### config.mk
export PLATFORM = sky130hd
export DESIGN_NAME = inst_fetch_unit
export DESIGN_NICKNAME = d
export VERILOG_FILES = /design/src/rtl/inst_fetch_unit.sv
export SDC_FILE = /design/constraint.sdc
export NUM_CORES = 1
export LEC_CHECK = 0
export CAP_MARGIN = 20
export CORE_ASPECT_RATIO = 1.2
export CORE_MARGIN = 5
export CORE_UTILIZATION = 47
export DETAILED_ROUTE_END_ITERATION = 6
export HOLD_SLACK_MARGIN = 0.15
export PLACE_DENSITY = 0.77
export SETUP_SLACK_MARGIN = 0.15
export SYNTH_ARGS = -nofsm -noshare
export SYNTH_HDL_FRONTEND = slang
export SYNTH_SLANG_ARGS = --single-unit
### constraint.sdc
create_clock -name clk -period 2.2 [get_ports clk]
set_clock_uncertainty 0.1 [all_clocks]
set_input_delay 0.22 -clock clk [delete_from_list [all_inputs] [get_ports clk]]
set_output_delay 0.22 -clock clk [all_outputs]
set_load 0.02 [all_outputs]
### src/rtl/inst_fetch_unit.sv
// Instruction fetch unit: owns the PC, issues in-order IMEM word fetches and queues
// returned words with their PCs for decode. Optional build macro: IFU_MISALIGN_TRAP_EN.
module inst_fetch_unit #(
    parameter logic [31:0] RESET_PC    = 32'h0000_0000,
    parameter int          QUEUE_DEPTH = 2
) (
    input  logic        clk,
    input  logic        rst,
    output logic        imem_req_valid,
    input  logic        imem_req_ready,
    output logic [31:0] imem_req_addr,
    input  logic        imem_rsp_valid,
    input  logic [31:0] imem_rsp_data,
    input  logic        redirect_valid,
    input  logic [31:0] redirect_pc,
    output logic        inst_valid,
    output logic [31:0] inst,
    output logic [31:0] inst_pc,
    input  logic        inst_ready,
    output logic        fetch_misaligned
);
    localparam int AW = $clog2(QUEUE_DEPTH);
    localparam int CW = AW + 1;
    localparam logic [CW-1:0] DEPTH_C = CW'(QUEUE_DEPTH);

    logic [31:0]            fetch_pc_r;
    logic [31:0]            q_data_r [QUEUE_DEPTH];
    logic [31:0]            q_pc_r   [QUEUE_DEPTH];
    logic [QUEUE_DEPTH-1:0] q_filled_r;
    logic [AW-1:0]          head_r;
    logic [AW-1:0]          tail_r;
    logic [AW-1:0]          fill_r;
    logic [CW-1:0]          count_r;   // reserved slots, filled or still in flight
    logic [CW-1:0]          outst_r;   // reserved slots still waiting for IMEM
    logic [7:0]             drop_cnt_r;

    logic        misaligned_s;
    logic [31:0] redirect_tgt_s;
    logic        req_fire_s;
    logic        pop_s;
    logic        fill_s;

`ifdef IFU_MISALIGN_TRAP_EN
    logic misaligned_r;

    // Trap flag follows the alignment of the most recent redirect target.
    always_ff @(posedge clk) begin
        if (rst) begin
            misaligned_r <= 1'b0;
        end else if (redirect_valid) begin
            misaligned_r <= (redirect_pc[1:0] != 2'b00);
        end else begin
            misaligned_r <= misaligned_r;
        end
    end

    assign misaligned_s     = misaligned_r;
    assign fetch_misaligned = misaligned_r;
    assign redirect_tgt_s   = redirect_pc;
`else
    assign misaligned_s     = 1'b0;
    assign fetch_misaligned = 1'b0;
    assign redirect_tgt_s   = redirect_pc & 32'hFFFF_FFFC;
`endif

    // Request/handshake decode; head outputs read straight from queue registers.
    always_comb begin
        imem_req_valid = 1'b0;
        inst_valid     = q_filled_r[head_r];
        inst           = 32'h0000_0000;
        inst_pc        = 32'h0000_0000;
        if (!rst && !redirect_valid && !misaligned_s && (count_r < DEPTH_C)) begin
            imem_req_valid = 1'b1;
        end else begin
            imem_req_valid = 1'b0;
        end
        if (inst_valid) begin
            inst    = q_data_r[head_r];
            inst_pc = q_pc_r[head_r];
        end else begin
            inst    = 32'h0000_0000;
            inst_pc = 32'h0000_0000;
        end
        imem_req_addr = fetch_pc_r;
        req_fire_s    = imem_req_valid & imem_req_ready;
        pop_s         = inst_valid & inst_ready;
        fill_s        = imem_rsp_valid && (drop_cnt_r == 8'd0);
    end

    // PC, queue and in-flight bookkeeping; redirect overrides everything but reset.
    always_ff @(posedge clk) begin
        if (rst) begin
            fetch_pc_r <= RESET_PC;
            q_filled_r <= '0;
            head_r     <= '0;
            tail_r     <= '0;
            fill_r     <= '0;
            count_r    <= '0;
            outst_r    <= '0;
            drop_cnt_r <= 8'd0;
            for (int i = 0; i < QUEUE_DEPTH; i++) begin
                q_data_r[i] <= 32'h0000_0000;
                q_pc_r[i]   <= 32'h0000_0000;
            end
        end else if (redirect_valid) begin
            fetch_pc_r <= redirect_tgt_s;
            q_filled_r <= '0;
            head_r     <= '0;
            tail_r     <= '0;
            fill_r     <= '0;
            count_r    <= '0;
            outst_r    <= '0;
            // Whatever is still in flight (minus this cycle's word) must be discarded.
            drop_cnt_r <= drop_cnt_r + 8'(outst_r) - 8'(imem_rsp_valid);
        end else begin
            if (req_fire_s) begin
                q_pc_r[tail_r] <= fetch_pc_r;
                tail_r         <= tail_r + AW'(1'b1);
                fetch_pc_r     <= fetch_pc_r + 32'd4;
            end else begin
                tail_r     <= tail_r;
                fetch_pc_r <= fetch_pc_r;
            end
            if (imem_rsp_valid && (drop_cnt_r != 8'd0)) begin
                drop_cnt_r <= drop_cnt_r - 8'd1;
            end else begin
                drop_cnt_r <= drop_cnt_r;
            end
            if (fill_s) begin
                q_data_r[fill_r]   <= imem_rsp_data;
                q_filled_r[fill_r] <= 1'b1;
                fill_r             <= fill_r + AW'(1'b1);
            end else begin
                fill_r <= fill_r;
            end
            if (pop_s) begin
                q_filled_r[head_r] <= 1'b0;
                head_r             <= head_r + AW'(1'b1);
            end else begin
                head_r <= head_r;
            end
            count_r <= count_r + CW'(req_fire_s) - CW'(pop_s);
            outst_r <= outst_r + CW'(req_fire_s) - CW'(fill_s);
        end
    end
endmodule

Word level (Yosys, flattened, before mapping)
Memories as Yosys holds them, arrays and structs flattened. A register that Yosys moved wholly into a read port is not among the register bits.
Index checks and enable logic that the tools add are counted.
- bits in registers: 49
- RAM bits: 128
- bits of input ports: 70
- output and inout bits: 99
- word-level logic and storage cells: 84
- memories kept: 2
- $add $sub $neg: 11
- order comparisons: 5
- mux-type cells: 37
- bitwise logic cells: 5
- reduce and logical (&&, ||, !) cells: 15
- memory list (memory ; words ; bits a word ; rd ports ; clocked after memory_dff ; write ports ; line ; source):
    q_data_r ; 2 ; 32 ; 1 ; 1 ; 2 ; 27 ; logic [31:0] q_data_r [QUEUE_DEPTH];
    q_pc_r ; 2 ; 32 ; 1 ; 1 ; 2 ; 28 ; logic [31:0] q_pc_r [QUEUE_DEPTH];
- operators with widths (cell ; number):
    two-way mux 32 bit ; 6
    OR reduction 32 bit ; 2
    adder 32 x 3 -> 32 bit (second input constant) ; 1
    two-way mux 1 bit ; 23
    two-way mux 8 bit ; 2
    adder 8 x 2 -> 8 bit ; 1
    logical NOT 8 bit ; 1
    two-way mux 2 bit ; 4
    nonzero test 8 bit ; 1
    subtractor 8 x 1 -> 8 bit ; 1
    subtractor 8 x 1 -> 8 bit (second input constant) ; 1
    logical AND 1 bit ; 6
    adder 2 x 1 -> 2 bit ; 2
    less-than comparator 1 x 2 -> 1 bit (second input constant) ; 2
    nonzero test 2 bit ; 2
    subtractor 2 x 1 -> 2 bit ; 2
    adder 1 bit (second input constant) ; 3
    AND 1 bit ; 2
    AND 2 bit ; 1
    demux 1 bit (select 1 bit) ; 2
    >= comparator 1 bit (second input constant) ; 2
    logical NOT 1 bit ; 2
    less-than comparator 2 bit (second input constant) ; 1
    NOT 2 bit ; 1
    2 further kinds ; 2

Logic depth before layout (Yosys ltp)
- depth in word-level cells: 11
- mapped depth: 11
- mapped depth without buffers: 11

Worst setup path after synthesis
No wires, ideal clock.
- path type: register -> register
- start point: register drop_cnt_r[5]
- end point: memory q_data_r[0][0] (enable)
- setup time: 0.375 ns
- arrival: 1.938 ns
- setup slack: -0.212 ns
- stages on the path, launching flop included: 7
- buffers on the path: 1
- path through: dfxtp_1 inv_1 ha_1 nand4_1 clkbuf_1 nor4_1 or2_2
- RTL lines (item ; line ; source):
    from (decl) ; 35 ; logic [7:0] drop_cnt_r;
    from (signal assigned) ; 114 ; drop_cnt_r <= drop_cnt_r + 8'(outst_r) - 8'(imem_rsp_valid);
    from (signal assigned) ; 125 ; drop_cnt_r <= drop_cnt_r - 8'd1;
    from (signal assigned) ; 127 ; drop_cnt_r <= drop_cnt_r;
    to (decl) ; 27 ;

Worst setup path in the final report
- start point: register drop_cnt_r[0]
- end point: register drop_cnt_r[2]
- cells in the longest elaborated chain, start to end: 3
- RTL lines (item ; line):
    adder 8 x 2 -> 8 bit, or another cell as far along ; 114
    subtractor 8 x 1 -> 8 bit, or another cell as far along ; 114
    two-way mux 8 bit or nonzero test 2 bit (tied branches) ; --
Parallel ways exist; a longest one is shown, timed or not. The select of a mux whose other input is x is not followed.
A chain may end at the register's enable or synchronous reset.

==> reports/qor.csv <==
metric,value,unit
cp.required,2.43,ns
dr.pass1.iters,5,
gr-total-overflow,0,
synth-async-reset-ratio,0,%
wl,22.3,mm
finalHoldViolCount,0,
criticalPathCategory,reg2reg,
post-dp-hpwl,15.8,mm
io_pins,169,
met1Wirelength,9.16,mm
drt_iter0_drc,443,
syn_to_final_growth,35.7,%
routedWlPerCell,18.0,microns
syn_inst,788,
start_util,47.4,%
grt_max_degree,34,
peakVddDrop,0.702,mV
synth-seq-area-share,54.5,%
tritoncts,yes,
cts_buffers,17,
reg2reg_depth,11,
die_area,21100,sq um
finalSetupViolCount,0,
rsz0062_at_grt,true,
period_needed,2.09,ns
holdPathStages,3,
fill_cells,1412,
avgSynthCellArea,10.9,sq um
clkSinkCount,172,
top_layer_used,met4,
grt_pass1_wl,34.5,mm
drc,0,
core,18100,sq um
routed_via_density,5.33,
drive_gt1_share,22.2,%
rows,54,
fmax,0.479,GHz
postCtsHoldBufs,0,
clk-insertion-delay-late,0.43,ns
cp.arrival,2.32,ns
clkTransAtPathRegs,0.07,ns
vias,6601,
chipHeight,158,microns
port_buffers,161,
synth_warnings,0,
postRouteAntennaNets,0,
grt_pass1_vias,6493,
finalInstanceArea,11700,sq um
place.gp.congestion,0.851,
die_w,133,microns
end_kind,flip-flop,
dr_wl_met2,11.5,mm
powerDensity,776,nW/um^2
max-cap-violations,0,
grt_antenna_before_repair,1,
crit_path_max_fanout,3,
worst_hold_slack,0.240,ns
synth_seq_cells,172,
final_common_cell,edfxtp_1,
synth_edf_count,124,
wl_met3,1.18,mm
final_cell_mix,"edfxtp_1, nor2_1, clkdlybuf4s50_1, and2_1, buf_4",
leakagePower,4.60,nW
cts.path.max_buffers,2,
cp-start-kind,flip-flop,
fin_ws,0.113,ns
final.period_utilization,94.8,%
syn-cell-area,8590,sq um
final_nets,1095,
grt_use_total,20.8,%
hold_path_class,in2reg,
synth-main-ff-cell,edfxtp_1,
htree_levels,4,
place_area,11000,sq um
maxSlewViolCount,0,
regToRegSetupSlack,0.11,ns
finalSetupTns,0,ns
synth_cell_types,55,
root_buffer,clkbuf_16,
pre_cts_slack,-0.320,ns
status,"complete, no violations",
==> worst paths after layout <==
check	to	start
worst max-delay path	drop_cnt_r[2]	drop_cnt_r[0]
worst min-delay path	imem_req_addr[13]	redirect_pc[13]
worst max register to register	drop_cnt_r[2]	drop_cnt_r[0]
worst min register to register	q_filled_r[0]	head_r
==> what timing repair did <==
action | CTS | global route
setup endpoints to repair | 69 | 189
buffers inserted | 5 | 9
pin swaps | 8 | 7
gates cloned | 2 | 1
gates resized for setup | 191 | 66
==> state kept, by name, summed over array words and instances (netlist names), named ones only <==
register and cells:
count_r 2, drop_cnt_r 8, fill_r 1, head_r 1, imem_req_addr 30, outst_r 2
q_data_r 64, q_filled_r 2, q_pc_r 60, tail_r 1
==> worst max-delay path, cell delays in order (launching register included) <==
cell,delay (ns)
dfxtp_2,0.36
inv_4,0.05
ha_4,0.21
inv_4,0.05
ha_4,0.14
inv_2,0.04
fa_2,0.33
buf_4,0.14
buf_4,0.11
buf_4,0.12
xor2_1,0.13
a211oi_1,0.21
==> power breakdown <==
part,leakage [nW],switching [W],internal (W)
Clock,0.291,0.00139,0.00163
Sequential,1.69,0.000154,0.00368
Combinational,2.62,0.00111,0.00109
Total,4.60,0.00265,0.00640
==> Yosys cell counts, types with 17 or more instances <==
cell type / count / area, sq um
a21oi_1: 24 / 120
and2_1: 96 / 601
and3_1: 40 / 250
clkbuf_1: 39 / 146
dfxtp_1: 48 / 961
edfxtp_1: 124 / 3720
ha_1: 23 / 288
inv_1: 24 / 90.1
mux2i_1: 65 / 651
nand2_1: 28 / 105
nand4_1: 17 / 106
nor2_1: 105 / 394
xnor2_1: 21 / 184
xor2_1: 18 / 158
==> routing by layer <==
layer	vias to the layer above	global-route usage, %
met1	3179	25.7
met2	202	37.0
li1	3190	-
met4	0	7.45
met5	-	0
met3	30	3.59
==> stage by stage <==
step	utilization [%]	cells	power [W]
floorplan	-	792	0.00520
global placement	60.5	1189	0.00588
detailed placement	60.5	1189	0.00595
CTS	64.7	1228	0.00900
global route	64.4	1239	0.00946
finish	64.4	1239	0.00905
==> kinds of logic after synthesis <==
group / share of synthesized area [%]
and+or+nand+nor: 21.3
DFF: 54.5
buffers and inverters: 3.74
AOI/OAI and AO/OA: 5.14
muxes: 7.70
xor gates and xnor gates: 3.98
adders and majority gates: 3.58
other: 0.0437
==> layout make-up <==
type                       instances  area, sq um  share of cell area (%)
antenna                            1         2.50                  0.0215
timing repair buffer             243         2230                    19.2
inverter                          25         98.8                   0.848
tap                              224          280                    2.40
clock inverter                    15          166                    1.43
sequential                       172         4700                    40.3
clock buffer                      17          425                    3.65
multi-input combinational        542         3750                    32.2
Power figures use the tool's default switching activity.
